`src/rtl/cpu_pkg.sv`:
```
// cpu_pkg: shared RV32I core widths, reset vector and fetch entry type
package cpu_pkg;
  localparam int XLEN = 32;
  localparam logic [XLEN-1:0] DEFAULT_RESET_PC = 32'h0000_0000;
  typedef struct packed {
    logic [XLEN-1:0] instr;
    logic [XLEN-1:0] pc;
  } fetch_entry_t;
endpackage

```
`src/rtl/fetch_queue.sv`:
```
// fetch_queue: circular FIFO of fetched {instr, pc} entries with flush
module fetch_queue
  import cpu_pkg::*;
#(
  parameter int DEPTH = 2,
  localparam int AW = $clog2(DEPTH)
) (
  input  logic         clk,
  input  logic         rst,
  input  logic         flush,
  input  logic         push,
  input  logic         pop,
  input  fetch_entry_t din,
  output fetch_entry_t head,
  output logic [AW:0]  count,
  output logic         full,
  output logic         empty
);
  fetch_entry_t r_mem [DEPTH];
  logic [AW-1:0] r_rd, r_wr;
  logic [AW:0] r_count;
  assign head = r_mem[r_rd];
  assign count = r_count;
  assign full = r_count == (AW+1)'(DEPTH);
  assign empty = r_count == '0;
  // pointers wrap naturally because DEPTH is a power of two; flush drops everything
  always_ff @(posedge clk) begin
    if (rst) begin
      r_rd <= '0;
      r_wr <= '0;
      r_count <= '0;
      for (int i = 0; i < DEPTH; i++) r_mem[i] <= '0;
    end else if (flush) begin
      r_rd <= '0;
      r_wr <= '0;
      r_count <= '0;
    end else begin
      if (push) begin
        r_mem[r_wr] <= din;
        r_wr <= r_wr + AW'(1);
      end
      if (pop) r_rd <= r_rd + AW'(1);
      r_count <= r_count + (AW+1)'(push) - (AW+1)'(pop);
    end
  end
endmodule

```
`src/rtl/fetch_stage.sv`:
```
// fetch_stage: RV32I fetch PC, imem addressing and decoupling queue to decode
module fetch_stage
  import cpu_pkg::*;
#(
  parameter logic [XLEN-1:0] RESET_PC = DEFAULT_RESET_PC,
  parameter int QUEUE_DEPTH = 2
) (
  input  logic            clk,
  input  logic            rst,
  output logic [XLEN-1:0] imem_addr,
  input  logic [XLEN-1:0] imem_data,
  input  logic            redirect_valid,
  input  logic [XLEN-1:0] redirect_pc,
  output logic            out_valid,
  input  logic            out_ready,
  output logic [XLEN-1:0] out_instr,
  output logic [XLEN-1:0] out_pc,
  output logic [XLEN-1:0] out_pc_plus4
);
  localparam int AW = $clog2(QUEUE_DEPTH);
  logic [XLEN-1:0] r_pc;
  fetch_entry_t w_din, w_head;
  logic [AW:0] w_count;
  logic w_full, w_empty, w_pop, w_push, w_unused;
  assign imem_addr = r_pc;
  assign out_valid = !w_empty;
  assign w_pop = out_valid && out_ready;
  assign w_push = !redirect_valid && (!w_full || w_pop);
  assign w_din = {imem_data, r_pc};
  assign out_instr = w_head.instr;
  assign out_pc = w_head.pc;
  assign out_pc_plus4 = w_head.pc + 32'd4;
  assign w_unused = &{1'b0, redirect_pc[1:0], w_count};
  // fetch PC: redirect wins over sequential advance, which only happens on push
  always_ff @(posedge clk) begin
    if (rst) r_pc <= RESET_PC;
    else if (redirect_valid) r_pc <= {redirect_pc[XLEN-1:2], 2'b00};
    else if (w_push) r_pc <= r_pc + 32'd4;
  end
  fetch_queue #(.DEPTH(QUEUE_DEPTH)) u_queue (
    .clk(clk),
    .rst(rst),
    .flush(redirect_valid),
    .push(w_push),
    .pop(w_pop),
    .din(w_din),
    .head(w_head),
    .count(w_count),
    .full(w_full),
    .empty(w_empty)
  );
endmodule

```
`config.mk`:
```
export PLATFORM = sky130hd
export DESIGN_NAME = fetch_stage
export DESIGN_NICKNAME = d
export VERILOG_FILES = /design/src/rtl/cpu_pkg.sv /design/src/rtl/fetch_queue.sv /design/src/rtl/fetch_stage.sv
export SDC_FILE = /design/constraint.sdc
export NUM_CORES = 1
export LEC_CHECK = 0
export ABC_AREA = 1
export ABC_CLOCK_PERIOD_IN_PS = 4470
export BUFFER_PORTS_ARGS = -buffer_cell sky130_fd_sc_hd__buf_4
export CAP_MARGIN = 30
export CORE_ASPECT_RATIO = 1.1
export CORE_UTILIZATION = 25
export CTS_CLUSTER_DIAMETER = 30
export DETAILED_ROUTE_END_ITERATION = 16
export GPL_TIMING_DRIVEN = 0
export PLACE_DENSITY = 0.54
export REMOVE_ABC_BUFFERS = 1
export SLEW_MARGIN = 10
export SYNTH_ARGS = -nofsm -noshare
export SYNTH_HDL_FRONTEND = slang
export SYNTH_HIERARCHICAL = 1
export SYNTH_SLANG_ARGS = --single-unit
```
`constraint.sdc`:
```
create_clock -name clk -period 4.47 [get_ports clk]
set_input_delay 0.447 -clock clk [delete_from_list [all_inputs] [get_ports clk]]
set_output_delay 0.447 -clock clk [all_outputs]
set_load 0.01 [all_outputs]
```
==> out/results.tsv, run 1 <==
stage	metric	value	unit
yosys	EDFF count, synth	128	
clock_tree	Max Root-Sink Buffers	2	
critical_path	arrival time worst endpoint	3.90	ns
yosys	Mapped Cells	951	
final_layout	commonest non-fill, non-tap cell in the layout	buf_4	
critical_path	worst r2r src	u_queue/count[1]	
timing	fin. max-slew vios	0	
power	Net Switching	1050	uW
yosys	post-synthesis sequential area ratio	51.3	%
yosys	top cell type's share of synthesized area	43.4	%
timing	Clock Skew	0.0212	ns
clock_tree	CTS sink cnt	163	
yosys	largest cells by area after synthesis	edfxtp_1, mux2_2, dfxtp_1	
global_routing	total global-route track usage	14.3	%
global_routing	grt total ovfl	0	
timing	RSZ-0062 raised after global routing	false	
timing	relative slew slack	40.8	%
clock_tree	Root Buffer	clkbuf_16	
drt	DRT antenna net count	0	
power	VDD IR-drop max	0.257	mV
die	FP Rows	71	
critical_path	CP max FO	39	
drt	Vias	6918	
power	register share of total power	47.3	%
die	io pins	197	
power	power density cells	331	nW/um2
yosys	Yosys warnings	6	
yosys	Main synth FF type	edfxtp_1	
global_routing	first-pass GRT wire length	38600	um
drt	routed len/inst	16.2	um
power	Leak	0.00475	uW
power	internal power	2700	uW
drt	DRT iter0 DRCs	354	
yosys	Avg Inst Size Synth	9.32	um2
timing	Final period util	84.7	%
clock_tree	CTS HTree Levels	4	
power	Clk pwr share	38.6	%
timing	post-route minimum period	3.79	ns
final_layout	area grow syn2layout	27.8	%
drt	# DRC	0	
final_layout	share of cells above drive strength 1	32.8	%
critical_path	Critical Path Start	u_queue/count[1]	
timing	Final Setup Violations	0	
clock_tree	Post-CTS Setup Inserts	0	
job	Max-cap violations	0	
die	die area	36200	um2
power	Logic pwr share	14.1	%
drt	final wirelength	25700	um
clock_tree	total CTS buffers	17	
yosys	Synth area leader	edfxtp_1	
hold_path	worst hold start	redirect_pc[3]	
final_layout	fin nets	1204	
hold_path	Hold Crit Class	in2reg	
clock_tree	Clock Latency Late Sink	0.44	ns
drt	vias per cell	4.37	
critical_path	CP endpoint kind	flip-flop	
timing	fmax	264	MHz
timing	final worst slack	0.682	ns
timing	Fin. Hold Viols	0	
timing	post-route setup TNS	0	ns
yosys	Synth cell types	47	
drt	Pre-antenna DRT Iters	5	
clock_tree	post_cts resized	0	
die	die height	199	um
critical_path	Req. time, crit path	4.58	ns
yosys	Post-Synthesis Cell Area	8860	um2
power	switching share of power	28.0	%
run_status	outcome	complete, no violations	
placed_design	pre-CTS WS	0.584	ns
final_layout	commonest non-fill, non-tap cells in the layout	buf_4, nand2_1, nor2_1	
die	Initial Utilization	25.6	%
clock_tree	clk slew on worst S/H paths	0.09	ns
global_routing	largest net degree at the start of global routing	41	
final_layout	filler instances	3561	
placed_design	# port buffers	192	
placed_design	RD Place Congestion	0.831	
clock_tree	CTS tree	built	
clock_tree	CTS Hold Bufs	0	
global_routing	initial antenna violation count	0	
critical_path	Setup Crit Path Kind	reg2reg	
yosys	ys async rst share	0	%
yosys	Yosys reg bits	163	
final_layout	ant diodes	0	
global_routing	vias in the first global route	6513	
die	die width	181	um
critical_path	Setup crit start kind	flip-flop	
placed_design	Post-DP HPWL	18900	um
die	Core ar.	34600	um2
timing	Slew @ Worst Pin	0.887	ns
sequential cells by signal, summed over array words and instances, names as in the netlist, named ones only:
register / flops
imem_addr: 30
u_queue/count: 2
u_queue/r_mem: 128
u_queue/r_rd: 1
u_queue/r_wr: 1
power groups by stage:
stage | Combinational [uW] | Sequential (uW) | Clock (uW)
global route | 579 | 1780 | 1560
finish | 529 | 1770 | 1440
CTS | 538 | 1770 | 1500
detailed placement | 536 | 1800 | 0
floorplan | 254 | 1800 | 0
global placement | 521 | 1810 | 0
cells in the mapped netlist (3+ instances only):
master	count
nand2_4	3
nand2_1	167
o21ai_1	3
o211ai_1	3
inv_1	127
ha_1	4
nand3_1	45
buf_4	14
o21bai_1	4
clkbuf_1	5
mux2_2	64
nand4_1	7
o21ai_0	16
nor2_4	7
nor2_2	46
xnor2_1	9
nor3_1	13
a31oi_1	8
a22oi_1	3
inv_2	5
dfxtp_1	35
a21oi_1	22
nand2_2	6
nor2_1	148
buf_2	8
xor2_1	19
edfxtp_1	128
buf_6	9
cells by family after synthesis:
group,share of synthesized area [%]
simple gates,24.5
buf+inv,8.67
flops,51.3
mux,8.13
compound gates,4.01
xor+xnor,2.77
fa+ha+maj,0.565
other cells,0.0423
critical path, cell delays in order, from the launching register on:
cell and delay [ns]:
dfxtp_1 0.36, nor2_1 0.06, inv_1 0.08, nand2_1 0.09, nand2_1 0.20, inv_2 0.17, nor2_2 0.71, nand3_4 0.64
buf_12 0.42, nand2_4 0.37, buf_16 0.28
worst paths after layout:
| kind | end | slack (ns) | cells after the start |
|---|---|---|---|
| worst max-delay path | u_queue/r_mem[1][0] | 0.68 | 10 |
| worst min-delay path | imem_addr[3] | 0.28 | 3 |
| worst max register to register | u_queue/r_mem[1][0] | 0.68 | 10 |
| worst min register to register | flip-flop | 0.51 | 2 |
layout make-up:
cell class / count / area [um2] / area share [%]
Multi-Input combinational cell: 621 / 3590 / 31.7
Tap cell: 438 / 548 / 4.84
Timing Repair Buffer: 197 / 1560 / 13.7
Inverter: 132 / 495 / 4.38
Sequential cell: 163 / 4550 / 40.2
Clock buffer: 18 / 429 / 3.79
Clock inverter: 14 / 150 / 1.33
stage by stage:
step | hold WS [ns] | cells | util (%) | area [um2] | total power (uW)
3_5_place_dp | 0.488 | 1551 | 31.1 | 10700 | 2340
5_1_grt | 0.266 | 1583 | 32.8 | 11300 | 3920
6_report | 0.275 | 1583 | 32.8 | 11300 | 3740
3_3_place_gp | 0.465 | 1546 | 30.6 | 10600 | 2340
4_1_cts | 0.254 | 1583 | 32.8 | 11300 | 3810
2_1_floorplan | 0.457 | 916 | - | 8600 | 2050
per-layer routing:
layer	global-route usage, %	wire length (um)	up-vias
met5	0	0	-
met4	4.80	464	0
met3	2.55	1120	21
met2	22.7	11900	201
met1	19.4	12200	3251
li1	-	-	3445
Power figures use the tool's default switching activity.
==> run 2, diff against run 1 <==
--- a/config.mk
+++ b/config.mk
@@ -6,7 +6,7 @@
 export NUM_CORES = 1
 export LEC_CHECK = 0
 export ABC_AREA = 1
-export ABC_CLOCK_PERIOD_IN_PS = 4470
+export ABC_CLOCK_PERIOD_IN_PS = 3400
 export BUFFER_PORTS_ARGS = -buffer_cell sky130_fd_sc_hd__buf_4
 export CAP_MARGIN = 30
 export CORE_ASPECT_RATIO = 1.1
@@ -14,7 +14,7 @@
 export CTS_CLUSTER_DIAMETER = 30
 export DETAILED_ROUTE_END_ITERATION = 16
 export GPL_TIMING_DRIVEN = 0
-export PLACE_DENSITY = 0.54
+export PLACE_DENSITY = 0.55
 export REMOVE_ABC_BUFFERS = 1
 export SLEW_MARGIN = 10
 export SYNTH_ARGS = -nofsm -noshare
==> constraint.sdc (replaced) <==
create_clock -name clk -period 3.4 [get_ports clk]
set_input_delay 0.34 -clock clk [delete_from_list [all_inputs] [get_ports clk]]
set_output_delay 0.34 -clock clk [all_outputs]
set_load 0.01 [all_outputs]
==> out/results.tsv, run 2 (same netlist as run 1, synthesis figures left out) <==
stage	metric	value	unit	change
clock_tree	CTS sink cnt	163		unchanged
critical_path	Setup Crit Path Kind	reg2out		
placed_design	Post-DP HPWL	18700	um	-1.1%
power	power density cells	434	nW/um2	+31%
critical_path	worst stage delay on the critical path	0.49	ns	-0.22 ns
critical_path	Setup crit start kind	flip-flop		
critical_path	crit-path leading delay family	simple AND/OR/NAND/NOR gates		
final_layout	area grow syn2layout	27.9	%	about the same
timing	Clock Skew	0.0162	ns	-0.00502 ns
drt	# DRC	0		unchanged
final_layout	register area	4550	um2	unchanged
timing	RSZ-0062 raised after global routing	false		
run_status	outcome	complete, no violations		
power	Leak	0.00475	uW	about the same
final_layout	Finished Cell Area	11300	um2	about the same
timing	Final Setup Violations	0		unchanged
placed_design	# port buffers	192		unchanged
power	VDD IR-drop max	0.317	mV	+23%
clock_tree	clk slew on worst S/H paths	0.08	ns	about the same
die	die area	36200	um2	unchanged
drt	Vias	7024		+1.5%
critical_path	CP most frequent cell	nand2_1		
critical_path	r2r endpoint	u_queue/r_mem[1][54]		
die	die height	199	um	unchanged
final_layout	share of cells above drive strength 1	32.9	%	+0.15 points
critical_path	worst r2r src	u_queue/count[1]		
global_routing	largest net degree at the start of global routing	53		+29%
final_layout	max FFs per register	128		unchanged
job	Max-cap violations	0		unchanged
placed_design	Placed Area	10700	um2	about the same
die	FP Rows	71		unchanged
critical_path	arrival time worst endpoint	2.83	ns	-1.07 ns
timing	post-route minimum period	3.17	ns	
critical_path	Req. time, crit path	3.06	ns	-1.52 ns
global_routing	grt total ovfl	0		unchanged
clock_tree	CTS tree	built		
timing	Slew @ Worst Pin	0.665	ns	-0.222 ns
final_layout	filler instances	3611		+1.4%
final_layout	Final Util	32.8	%	about the same
timing	Final period util	93.1	%	
drt	routed len/inst	16.3	um	+0.51%
final_layout	ant diodes	0		unchanged
die	io pins	197		unchanged
critical_path	CP max FO	52		+33%
hold_path	Hold EP	imem_addr[11]		
global_routing	total global-route track usage	14.4	%	+0.13 points
final_layout	footprint of the multi-input gates	3600	um2	+0.28%
clock_tree	Clock Latency Late Sink	0.43	ns	about the same
timing	Fin. Hold Viols	0		unchanged
timing	fmax	316	MHz	
critical_path	reg2reg setup slack	0.27	ns	-0.41 ns
global_routing	first-pass GRT wire length	39000	um	+1.0%
timing	fin. max-slew vios	0		unchanged
die	die width	181	um	unchanged
critical_path	CP Depth	10		unchanged
drt	final wirelength	25800	um	+0.57%
clock_tree	CTS HTree Levels	4		unchanged
critical_path	CP cell instances	buf_16, mux2_2, nand2_1, nor2_1, nand2_1, nor4_4, nand2_1, nand2_1, nand2_1, buf_4		
timing	relative slew slack	55.7	%	+15 points
clock_tree	Max Root-Sink Buffers	2		unchanged
final_layout	commonest non-fill, non-tap cells in the layout	buf_4, nand2_1, nor2_1		
critical_path	Crit-path slowest cell	dfxtp_4		
hold_path	Cells on Worst Hold Path	3		unchanged
global_routing	initial antenna violation count	0		unchanged
global_routing	vias in the first global route	6665		+2.3%
die	Core ar.	34600	um2	unchanged
placed_design	RD Place Congestion	0.834		+0.37%
hold_path	Hold Crit Class	in2reg		
critical_path	CP endpoint kind	output pin		
final_layout	commonest non-fill, non-tap cell in the layout	buf_4		
drt	Pre-antenna DRT Iters	7		+2
drt	DRT iter0 DRCs	370		+4.5%
clock_tree	Root Buffer	clkbuf_16		
die	Initial Utilization	25.6	%	unchanged
final_layout	fin nets	1205		+0.083%
final_layout	Most flops, register	u_queue/r_mem		
drt	DRT antenna net count	0		unchanged
critical_path	Buf+Inv Stages, Crit Path	2		-2
clock_tree	total CTS buffers	17		unchanged
drt	vias per cell	4.43		+1.5%
hold_path	worst hold start	redirect_pc[11]		
critical_path	cells on worst reg2reg path	10		unchanged
==> run 2: changes by cell type in the layout (fill, tap and decap cells not counted), sizes merged <==
cell	change
buf	+1
clkinv	-2
clkinvlp	+1
inv	+1
==> run 2: where the power goes <==
part           leakage [uW]  switching, uW  total, uW  internal [uW]
Combinational       0.00285            394        701            307
Sequential          0.00162           73.7       2330           2250
Clock              0.000278            911       1890            979
==> run 2: layout make-up <==
| class | instances | area share, % |
|---|---|---|
| clock buffers | 18 | 3.79 |
| clock inverters | 14 | 1.18 |
| inverters | 132 | 4.37 |
| multi-input cells | 621 | 31.8 |
| flip-flops and latches | 163 | 40.1 |
| well taps | 438 | 4.84 |
| repair buffers | 198 | 13.9 |
==> run 2: stage by stage <==
step / cells / TNS [ns] / hold slack, ns / total power (uW) / setup WS [ns]
floorplan: 916 / -196.08 / 0.409 / 2700 / -1.68
global placement: 1546 / -887.31 / 0.465 / 3070 / -5.33
detailed placement: 1551 / -35.95 / 0.481 / 3080 / -0.407
CTS: 1584 / 0 / 0.149 / 5000 / 0.0625
global route: 1584 / 0 / 0.165 / 5130 / 0.0593
finish: 1584 / 0 / 0.177 / 4920 / 0.234
==> run 2: worst reg2reg max path, stage by stage (launching register included) <==
cell and delay, ns:
dfxtp_1 0.37, nor2_1 0.06, inv_1 0.07, nand2_1 0.09, nand2_1 0.22, inv_2 0.19, nor2_4 0.22, nand3_4 0.51
buf_12 0.42, nand2_4 0.32, buf_16 0.32
==> run 2: what timing repair did <==
| item | 4_1_cts | 5_1_grt |
|---|---|---|
| setup buffers | 1 | 0 |
| hold buffers | 0 | 0 |
| setup endpoints to repair | 128 | 1 |
| resized for setup | 1 | 1 |
| pin swaps | 1 | 0 |
==> run 2: layer usage <==
layer | global-route usage (%) | vias up | part of all wire, %
met2 | 23.7 | 244 | 46
met5 | 0 | - | 0
met1 | 18.8 | 3304 | 47
met3 | 2.73 | 30 | 4.8
met4 | 5.05 | 0 | 2.2
li1 | - | 3446 | -
==> run 2: worst max-delay path by stage <==
stage,start,end,slack [ns]
final,flip-flop,out_pc_plus4[30],0.23
after detailed placement,u_queue/count[1],u_queue/r_mem[1][45],-0.41
after global placement,u_queue/count[1],u_queue/r_mem[1][45],-5.33
after CTS,flip-flop,out_pc_plus4[28],0.06
after floorplan,u_queue/count[1],u_queue/r_mem[1][0],-1.68
after global routing,flip-flop,out_pc_plus4[30],0.06
